`config.mk`:
```
export PLATFORM = sky130hd
export DESIGN_NAME = pwm_ctrl
export DESIGN_NICKNAME = d
export VERILOG_FILES = /design/src/rtl/pwm_ctrl.sv
export SDC_FILE = /design/constraint.sdc
export NUM_CORES = 1
export LEC_CHECK = 0
export ABC_AREA = 1
export BUFFER_PORTS_ARGS = -buffer_cell sky130_fd_sc_hd__buf_2
export CAP_MARGIN = 5
export CORE_MARGIN = 2
export CORE_UTILIZATION = 55
export CTS_BUF_LIST = sky130_fd_sc_hd__clkbuf_8
export DETAILED_ROUTE_END_ITERATION = 6
export PLACE_DENSITY = 0.74
export SYNTH_ARGS = -nofsm -noshare
export SYNTH_HDL_FRONTEND = slang
export SYNTH_SLANG_ARGS = --single-unit
```
`constraint.sdc`:
```
create_clock -name clk_i -period 13.35 [get_ports clk_i]
set_clock_uncertainty 0.1 [all_clocks]
set_input_delay 0.6675 -clock clk_i [delete_from_list [all_inputs] [get_ports clk_i]]
set_output_delay 0.6675 -clock clk_i [all_outputs]
set_load 0.01 [all_outputs]
```
`src/rtl/pwm_ctrl.sv`:
```
// pwm_ctrl: bus-mapped configuration block for the PWM channel array.
// Software writes shadow registers. They are copied to the active set at a
// period boundary of a mirror counter that runs in lock-step with the pwm cores.
module pwm_ctrl #(
  parameter int NumCh   = 12,
  parameter int CtrSize = 8
) (
  input  logic                     clk_i,
  input  logic                     rst_i,
  input  logic                     device_req_i,
  input  logic [31:0]              device_addr_i,
  input  logic                     device_we_i,
  input  logic [3:0]               device_be_i,
  input  logic [31:0]              device_wdata_i,
  output logic                     device_rvalid_o,
  output logic [31:0]              device_rdata_o,
  output logic                     device_err_o,
  output logic [NumCh*CtrSize-1:0] pulse_width_o,
  output logic [CtrSize-1:0]       max_counter_o,
  output logic                     pwm_en_o,
  output logic                     period_o
);

  localparam logic [9:0] WidthBase = 10'd4;
  localparam logic [9:0] WidthEnd  = 10'(4 + NumCh);

  // Byte-lane merge of a write into a CtrSize-wide register; lanes above CtrSize fall away.
  function automatic logic [CtrSize-1:0] be_merge(input logic [CtrSize-1:0] old_val,
                                                  input logic [CtrSize-1:0] new_val,
                                                  input logic [3:0]         be);
    logic [CtrSize-1:0] res;
    for (int k = 0; k < CtrSize; k++) begin
      res[k] = be[k / 8] ? new_val[k] : old_val[k];
    end
    return res;
  endfunction

  logic [9:0]         word_idx;
  logic [9:0]         width_idx;
  logic               is_ctrl, is_max_sh, is_status, is_max_act, is_width, mapped;
  logic               wr_en, ctrl_wr, en_next, upd_req, boundary, commit;
  logic               en_reg, pending_reg;
  logic [CtrSize-1:0] ctr_reg, max_sh_reg, max_act_reg;
  logic [15:0]        pcount_reg;
  logic [CtrSize-1:0] width_sh  [NumCh];
  logic [CtrSize-1:0] width_act [NumCh];
  logic [31:0]        rd_value;
  logic               rvalid_reg, err_reg;
  logic [31:0]        rdata_reg;
  logic               unused_bits;

  // Only the word offset within the 4 KiB window is decoded.
  assign word_idx    = device_addr_i[11:2];
  assign width_idx   = word_idx - WidthBase;
  assign is_ctrl     = (word_idx == 10'd0);
  assign is_max_sh   = (word_idx == 10'd1);
  assign is_status   = (word_idx == 10'd2);
  assign is_max_act  = (word_idx == 10'd3);
  assign is_width    = (word_idx >= WidthBase) && (word_idx < WidthEnd);
  assign mapped      = is_ctrl || is_max_sh || is_status || is_max_act || is_width;
  assign unused_bits = ^{device_addr_i[31:12], device_addr_i[1:0], device_wdata_i, device_be_i};

  // EN and UPD both live in byte lane 0 of CTRL.
  assign wr_en    = device_req_i && device_we_i;
  assign ctrl_wr  = wr_en && is_ctrl && device_be_i[0];
  assign en_next  = ctrl_wr ? device_wdata_i[0] : en_reg;
  assign upd_req  = ctrl_wr && device_wdata_i[1];

  // A boundary is the last count of a period; with EN low any cycle may commit.
  assign boundary = en_reg && (ctr_reg == max_act_reg);
  assign commit   = pending_reg && (!en_reg || boundary);

  // Control state: enable, pending flag, mirror counter and period count.
  always_ff @(posedge clk_i or posedge rst_i) begin
    if (rst_i) begin
      en_reg      <= 1'b0;
      pending_reg <= 1'b0;
      ctr_reg     <= '0;
      pcount_reg  <= '0;
    end else begin
      en_reg <= en_next;
      // A new request in the commit cycle wins over the clear.
      if (upd_req) begin
        pending_reg <= 1'b1;
      end else if (commit) begin
        pending_reg <= 1'b0;
      end
      ctr_reg    <= (en_reg && en_next && !boundary) ? ctr_reg + 1'b1 : '0;
      pcount_reg <= !en_next ? 16'd0 : (boundary ? pcount_reg + 16'd1 : pcount_reg);
    end
  end

  // Shadow and active period registers.
  always_ff @(posedge clk_i or posedge rst_i) begin
    if (rst_i) begin
      max_sh_reg  <= '0;
      max_act_reg <= '0;
    end else begin
      if (wr_en && is_max_sh) begin
        max_sh_reg <= be_merge(max_sh_reg, device_wdata_i[CtrSize-1:0], device_be_i);
      end
      if (commit) begin
        max_act_reg <= max_sh_reg;
      end
    end
  end

  // Shadow compare values take bus writes; active values load from shadow on commit.
  always_ff @(posedge clk_i or posedge rst_i) begin
    if (rst_i) begin
      for (int i = 0; i < NumCh; i++) begin
        width_sh[i]  <= '0;
        width_act[i] <= '0;
      end
    end else begin
      for (int i = 0; i < NumCh; i++) begin
        if (wr_en && is_width && (width_idx == 10'(i))) begin
          width_sh[i] <= be_merge(width_sh[i], device_wdata_i[CtrSize-1:0], device_be_i);
        end
        if (commit) begin
          width_act[i] <= width_sh[i];
        end
      end
    end
  end

  // Read data selection for the addressed register.
  always_comb begin
    rd_value = '0;
    if (is_ctrl) begin
      rd_value = {30'd0, pending_reg, en_reg};
    end else if (is_max_sh) begin
      rd_value = 32'(max_sh_reg);
    end else if (is_status) begin
      rd_value = {pcount_reg, 15'd0, pending_reg};
    end else if (is_max_act) begin
      rd_value = 32'(max_act_reg);
    end else if (is_width) begin
      for (int i = 0; i < NumCh; i++) begin
        if (width_idx == 10'(i)) begin
          rd_value = 32'(width_sh[i]);
        end
      end
    end
  end

  // Single-cycle bus response, one cycle after each request.
  always_ff @(posedge clk_i or posedge rst_i) begin
    if (rst_i) begin
      rvalid_reg <= 1'b0;
      err_reg    <= 1'b0;
      rdata_reg  <= '0;
    end else begin
      rvalid_reg <= device_req_i;
      err_reg    <= device_req_i && !mapped;
      rdata_reg  <= (device_req_i && !device_we_i && mapped) ? rd_value : 32'd0;
    end
  end

  assign device_rvalid_o = rvalid_reg;
  assign device_err_o    = err_reg;
  assign device_rdata_o  = rdata_reg;
  assign max_counter_o   = max_act_reg;
  assign pwm_en_o        = en_reg;
  assign period_o        = boundary;

  // Disabled channels see a zero compare value.
  for (genvar gi = 0; gi < NumCh; gi++) begin : g_pulse
    assign pulse_width_o[gi*CtrSize +: CtrSize] = en_reg ? width_act[gi] : '0;
  end

endmodule

```
==> results of run 1 <==
final cells by class:
class / count / area [µm²]
fillers: 1936 / 7890
flip-flops and latches: 260 / 6510
multi-input cells: 895 / 4310
inverters: 321 / 1210
repair buffers: 158 / 801
clock buffers: 53 / 729
well taps: 280 / 350
clock inverters: 21 / 90.1
metal layers:
layer | wire length (µm) | global-route usage [%]
met5 | 0 | 0
met2 | 13700 | 40.4
met4 | 684 | 7.43
met3 | 2150 | 4.48
met1 | 13500 | 36.6
metrics by stage:
step / util (%) / area [µm²] / hold slack [ns] / setup slack [ns] / total power, µW
final: 64.0 / 14000 / 0.178 / 10.08 / 1580
after global routing: 64.0 / 14000 / 0.165 / 9.85 / 1640
after CTS: 64.0 / 14000 / 0.159 / 10.01 / 1590
after detailed placement: 60.2 / 13200 / 0.373 / 9.71 / 928
after global placement: 60.2 / 13200 / 0.365 / 9.75 / 925
after floorplan: - / 12300 / 0.353 / 5.43 / 899
synth_stat cells, types with 2 or more instances:
| master | n | area share (%) |
|---|---|---|
| sky130_fd_sc_hd__o22ai_1 | 3 | 0.15 |
| sky130_fd_sc_hd__nor2_1 | 101 | 3.1 |
| sky130_fd_sc_hd__mux2_2 | 26 | 2.4 |
| sky130_fd_sc_hd__o21ai_0 | 131 | 5.3 |
| sky130_fd_sc_hd__a211oi_1 | 2 | 0.12 |
| sky130_fd_sc_hd__nand2_1 | 352 | 11 |
| sky130_fd_sc_hd__nor3_4 | 3 | 0.40 |
| sky130_fd_sc_hd__o21ai_1 | 7 | 0.28 |
| sky130_fd_sc_hd__nand2_2 | 7 | 0.36 |
| sky130_fd_sc_hd__nor3b_1 | 3 | 0.18 |
| sky130_fd_sc_hd__xor2_1 | 7 | 0.50 |
| sky130_fd_sc_hd__inv_1 | 307 | 9.4 |
| sky130_fd_sc_hd__nor3_1 | 31 | 1.3 |
| sky130_fd_sc_hd__buf_2 | 12 | 0.49 |
| sky130_fd_sc_hd__ha_1 | 2 | 0.20 |
| sky130_fd_sc_hd__a21oi_1 | 120 | 4.9 |
| sky130_fd_sc_hd__inv_2 | 12 | 0.37 |
| sky130_fd_sc_hd__buf_4 | 9 | 0.55 |
| sky130_fd_sc_hd__buf_1 | 6 | 0.18 |
| sky130_fd_sc_hd__o211ai_1 | 4 | 0.24 |
| sky130_fd_sc_hd__xnor2_1 | 2 | 0.14 |
| sky130_fd_sc_hd__nor4_1 | 7 | 0.36 |
| sky130_fd_sc_hd__nand4_1 | 9 | 0.46 |
| sky130_fd_sc_hd__nand3_2 | 2 | 0.16 |
| sky130_fd_sc_hd__nor2_4 | 3 | 0.27 |
| sky130_fd_sc_hd__dfrtp_1 | 260 | 53 |
| sky130_fd_sc_hd__clkinv_1 | 2 | 0.061 |
| sky130_fd_sc_hd__or2_2 | 2 | 0.10 |
| sky130_fd_sc_hd__clkbuf_1 | 43 | 1.3 |
| sky130_fd_sc_hd__nor2_2 | 14 | 0.71 |
| sky130_fd_sc_hd__nand3_1 | 39 | 1.6 |
worst max-delay path, cell delays in order (launching register included):
cell and delay, ns:
sky130_fd_sc_hd__dfrtp_2 0.36, sky130_fd_sc_hd__buf_4 0.78, sky130_fd_sc_hd__inv_1 0.16, sky130_fd_sc_hd__nor2_2 0.42, sky130_fd_sc_hd__buf_2 0.22
path summary, 6_finish.rpt:
check,cells after the start,slack [ns],end
worst max-delay path,4,10.08,period_o
worst min-delay path,1,0.18,device_rvalid_o$_DFF_PP0_
worst max register to register,7,10.26,width_act[16]$_DFFE_PP0P_
worst min register to register,2,0.38,width_sh[92]$_DFFE_PP0P_
max in group asynchronous,3,11.33,pwm_en_o$_DFF_PP0_
min in group asynchronous,2,0.19,width_act[83]$_DFFE_PP0P_
kinds of logic after synthesis:
family                   count (synthesis)  share of synthesized area (%)
XOR/XNOR                                 9                          0.641
flip-flops                             260                           52.9
multiplexers                            26                           2.38
AO/OA/AOI/OAI                          271                           11.3
buffers and inverters                  391                           12.3
adder cells (fa/ha/maj)                  2                          0.203
AND/OR/NAND/NOR                        579                           20.2
other                                    1                         0.0305
power breakdown:
| part | total (µW) | switching [µW] | leakage, µW | internal [µW] |
|---|---|---|---|---|
| combinational | 96.3 | 71.5 | 0.00441 | 24.7 |
| clock | 668 | 311 | 0.000484 | 357 |
| sequential | 818 | 11.2 | 0.00291 | 806 |
| total | 1580 | 393 | 0.00780 | 1190 |
==> results.toml, run 1 <==
[floorplanning]
die-width_um = 154
die-area_um2 = 23600
start_util_pct = 56.2
ioPinCount = 212
total_number_of_placement_rows = 54
floorplan.core_area_um2 = 21900
die_h_um = 154

[power_and_ir_drop]
power_density_nw_per_um2 = 113
vdd.ir_drop.worst_mv = 0.0645
leakagePower_uw = 0.00780

[timing]
grt_setup_unrepaired = "no"
timing.setup.tns_ns = 0
fmax_mhz = 306
slew_violations = 0
max_slew_margin_pct = 30.1
worst_pin_slew_ns = 1.05
hold_viol = 0
fin_crit_period_ns = 3.27
timing.final.crit_share_pct = 24.5
setup_viol_count_final = 0

[global_route]
grtUsageTotal_pct = 25.5
grt_pass1_wl_um = 48100
antenna_found_initial = 0
overflow = 0
grt_pass1_vias = 9315
largest_net_degree_at_the_start_of_global_routing = 120

[clock_network]
number_of_resized_instances_in_the_post_cts_repair_step = 0
htreeDepth = 2
clkSlewWorstSetupHoldPaths_ns = 0.05
cts_hold_repair.buffers = 0
numCtsBuffers = 45
master_cell_of_the_clock_root_buffer = "sky130_fd_sc_hd__clkbuf_8"
number_of_buffers_added_for_setup_after_cts = 0
cts_buffer_depth = 3
clock_sinks = 260
cts_tree = "built"
worst_skew_pair.late_latency_ns = 0.56

[setup_path]
crit_path_max_fanout = 101
worst_path_required_time_ns = 12.58
critPathLaunchType = "register"
regToRegStartpoint = "max_counter_o[7]$_DFFE_PP0P_"
cp-startpoint = "pwm_en_o$_DFF_PP0_"
worstSetupEndpointType = "output pin"
worstSetupPathType = "reg2out"
arrival_time_worst_endpoint_ns = 2.50

[finish]
post_route_cells_drive_above_1_share_pct = 17.2
layout_commonest_cell = "sky130_fd_sc_hd__nand2_1"
final_cell_mix = "sky130_fd_sc_hd__nand2_1, sky130_fd_sc_hd__inv_1, sky130_fd_sc_hd__dfrtp_1, sky130_fd_sc_hd__buf_2, sky130_fd_sc_hd__o21ai_0"
n_antenna_cell = 0
instances_no_fill = 1988
area.growth.synth_to_final_pct = 13.8
nets = 1755

[detailed_routing]
wirelength_um = 30100
routed-via-count = 10100
routed_wire_length_per_instance_um = 15.1
ant_nets = 0
route.detailed.vias_per_inst = 5.10
drtIter0Drc = 923
drt_drc_violations_left = 0
drt_pass1_iterations = 6

[place]
dp.final_hpwl_um = 20500
port_buffers = 154
gp_routability_congestion = 0.864
instance_count_after_placement_with_tap_cells_included = 1914

[run]
number_of_violations_of_the_max_capacitance_limit = 0

[logic_synthesis]
synth_seq_cells = 260
synthesis.yosys.warnings = 0
cell_count_after_synthesis = 1539
seq_area_frac_synth_pct = 52.9
synth.avg_cell_area_um2 = 7.99
synth-async-reset-ratio_pct = 100
number_of_enable_type_register_cells_in_the_synthesized_netlist = 0
mappedNetlistArea_um2 = 12300
synth-main-ff-cell = "sky130_fd_sc_hd__dfrtp_1"
yosysUniqueCellTypes = 42

[min_path]
min_from = "device_req_i"
worst_hold_path_class = "in2reg"

[outcome]
run_status = "complete, no violations"
Note: power is estimated with default switching activity, not from simulation.
==> run 2: changes to the inputs <==
--- a/config.mk
+++ b/config.mk
@@ -9,10 +9,10 @@
 export BUFFER_PORTS_ARGS = -buffer_cell sky130_fd_sc_hd__buf_2
 export CAP_MARGIN = 5
 export CORE_MARGIN = 2
-export CORE_UTILIZATION = 55
+export CORE_UTILIZATION = 53
 export CTS_BUF_LIST = sky130_fd_sc_hd__clkbuf_8
 export DETAILED_ROUTE_END_ITERATION = 6
-export PLACE_DENSITY = 0.74
+export PLACE_DENSITY = 0.75
 export SYNTH_ARGS = -nofsm -noshare
 export SYNTH_HDL_FRONTEND = slang
 export SYNTH_SLANG_ARGS = --single-unit
==> constraint.sdc (replaced) <==
create_clock -name clk_i -period 2.9 [get_ports clk_i]
set_clock_uncertainty 0.1 [all_clocks]
set_input_delay 0.145 -clock clk_i [delete_from_list [all_inputs] [get_ports clk_i]]
set_output_delay 0.145 -clock clk_i [all_outputs]
set_load 0.01 [all_outputs]
==> results.toml, run 2 (synthesis results as in run 1) <==
[outcome]
run_status = "complete, no violations"

[clock_network]
master_cell_of_the_clock_root_buffer = "sky130_fd_sc_hd__clkbuf_8"
cts_tree = "built"
number_of_buffers_added_for_setup_after_cts = 0
clock_sinks = 260
cts_buffer_depth = 3
clkSlewWorstSetupHoldPaths_ns = 0.06
worst_skew_pair.late_latency_ns = 0.55
numCtsBuffers = 44
htreeDepth = 2

[setup_path]
arrival_time_worst_endpoint_ns = 3.06
worstSetupEndpointType = "register"
delay_of_the_slowest_cell_on_the_worst_path_ns = 0.56
crit_path_max_fanout = 16
worstSetupPathType = "in2reg"
crit_path_top_delay_cell = "sky130_fd_sc_hd__dlygate4sd3_1"
critPathLaunchType = "input port"
ff2ff_path_depth = 11
worst_path_required_time_ns = 3.23
cp_cell_sequence = "dlygate4sd3_1, buf_2, nor2_1, dlygate4sd3_1, nand3_1, nor2_2, inv_1, nor2_2, inv_2, nor3_4, buf_4, nor2_1, a21oi_1, inv_1"

[timing]
fmax_mhz = 366
hold_viol = 0
hold_slack_final_ns = 0.0601
setup_slack_ns = 0.165
fin_crit_period_ns = 2.74
grt_setup_unrepaired = "no"
max_slew_margin_pct = 34.7
setup_viol_count_final = 0
timing.final.crit_share_pct = 94.3
slew_violations = 0
worst_pin_slew_ns = 0.977

[floorplanning]
ioPinCount = 212
total_number_of_placement_rows = 55
die_h_um = 156
start_util_pct = 54.2
die-width_um = 156
die-area_um2 = 24400
floorplan.core_area_um2 = 22700

[min_path]
whs_path_depth = 5
worst_hold_path_class = "in2reg"

[global_route]
grtUsageTotal_pct = 26.0
grt_pass1_vias = 9961
antenna_found_initial = 0
largest_net_degree_at_the_start_of_global_routing = 183
overflow = 0
grt_pass1_wl_um = 50000

[finish]
utilization_after_layout_pct = 63.9
filler_cell_count = 1951
nets = 1799
area.growth.synth_to_final_pct = 18.0
final_cell_mix = "sky130_fd_sc_hd__nand2_1, sky130_fd_sc_hd__inv_1, sky130_fd_sc_hd__dfrtp_1, sky130_fd_sc_hd__buf_2, sky130_fd_sc_hd__o21ai_0"
n_antenna_cell = 0
layout_commonest_cell = "sky130_fd_sc_hd__nand2_1"
post_route_cells_drive_above_1_share_pct = 18.5
postLayoutCellArea_um2 = 14500

[detailed_routing]
routed_wire_length_per_instance_um = 15.2
drtIter0Drc = 1024
drt_pass1_iterations = 6
ant_nets = 0
wirelength_um = 31000
routed-via-count = 10500
route.detailed.vias_per_inst = 5.12
drt_drc_violations_left = 0

[place]
port_buffers = 154
pre_cts_slack_ns = 0.241
dp.final_hpwl_um = 21800
gp_routability_congestion = 0.905
placed_instance_area_um2 = 13500

[power_and_ir_drop]
combinational_cell_fraction_of_total_power_pct = 6.5
total_switching_power_uw = 1830
swShare_pct = 24.6
leakagePower_uw = 0.00808
power_density_nw_per_um2 = 514
power_report.internal_total_uw = 5630
power.clock.fraction_pct = 43.1
p_seq_share_pct = 50.4
vdd.ir_drop.worst_mv = 0.379

[run]
number_of_violations_of_the_max_capacitance_limit = 0
[run 2: changes by cell type in the layout (fill, tap and decap cells not counted), moves of 2 or more]
cell	delta
sky130_fd_sc_hd__buf_4	+24
sky130_fd_sc_hd__dlygate4sd3_1	+15
sky130_fd_sc_hd__buf_12	+6
sky130_fd_sc_hd__clkinv_2	-2
sky130_fd_sc_hd__inv_1	+3
[run 2: final cells by class]
cell class                 count  area, µm²  share of cell area [%]
sequential                   260       6510                    44.8
multi-input combinational    895       4320                    29.7
timing repair buffer         203       1250                    8.62
inverter                     321       1210                    8.33
clock buffer                  54        743                    5.12
tap                          285        357                    2.46
clock inverter                24        133                   0.914
[run 2: worst max-delay path, delay by kind of cell]
family	cells	cell delay, ns
AOI/OAI and AO/OA	1	0.13
buffers and inverters	7	1.83
and+or+nand+nor	6	0.94
[run 2: path summary, 6_finish.rpt]
| check | startpoint | to | slack [ns] |
|---|---|---|---|
| min in group asynchronous | rst_i | device_rdata_o[0]$_DFF_PP0_ | 0.27 |
| hold reg to reg | width_sh[89]$_DFFE_PP0P_ | width_sh[89]$_DFFE_PP0P_ | 0.38 |
| setup reg to reg | max_counter_o[2]$_DFFE_PP0P_ | pcount_reg[15]$_DFFE_PP0P_ | 0.48 |
| max in group asynchronous | rst_i | width_sh[73]$_DFFE_PP0P_ | 1.69 |
| hold / removal | device_be_i[0] | pending_reg$_DFFE_PP0P_ | 0.06 |
| setup / recovery | device_addr_i[11] | width_sh[13]$_DFFE_PP0P_ | 0.16 |
[run 2: per-layer routing]
| metal | global-route usage (%) | vias up | share of wire [%] |
|---|---|---|---|
| met3 | 4.15 | 44 | 7.4 |
| met5 | 0 | - | 0 |
| met1 | 37.2 | 4917 | 45 |
| met2 | 41.1 | 408 | 46 |
| met4 | 7.65 | 0 | 2.0 |
| li1 | - | 5091 | - |
[run 2: what timing repair did]
item	CTS	global route
setup endpoints to repair	0	26
endpoints found under the hold margin	101	0
hold buffers	15	0
gates resized for setup	0	2
[run 2: power by group through the flow]
| stage | registers (µW) | logic [µW] | clock network (µW) |
|---|---|---|---|
| after detailed placement | 3830 | 472 | 0 |
| final | 3760 | 486 | 3220 |
| after global placement | 3820 | 461 | 0 |
| after global routing | 3770 | 561 | 3460 |
| after CTS | 3760 | 489 | 3270 |
| after floorplan | 3820 | 322 | 0 |
[run 2: per-stage QoR]
stage | TNS (ns) | power, µW | cells
after floorplan | -200.87 | 4140 | 1546
after global placement | 0 | 4280 | 1949
after detailed placement | 0 | 4300 | 1949
after CTS | 0 | 7520 | 2042
after global routing | 0 | 7790 | 2042
final | 0 | 7460 | 2042
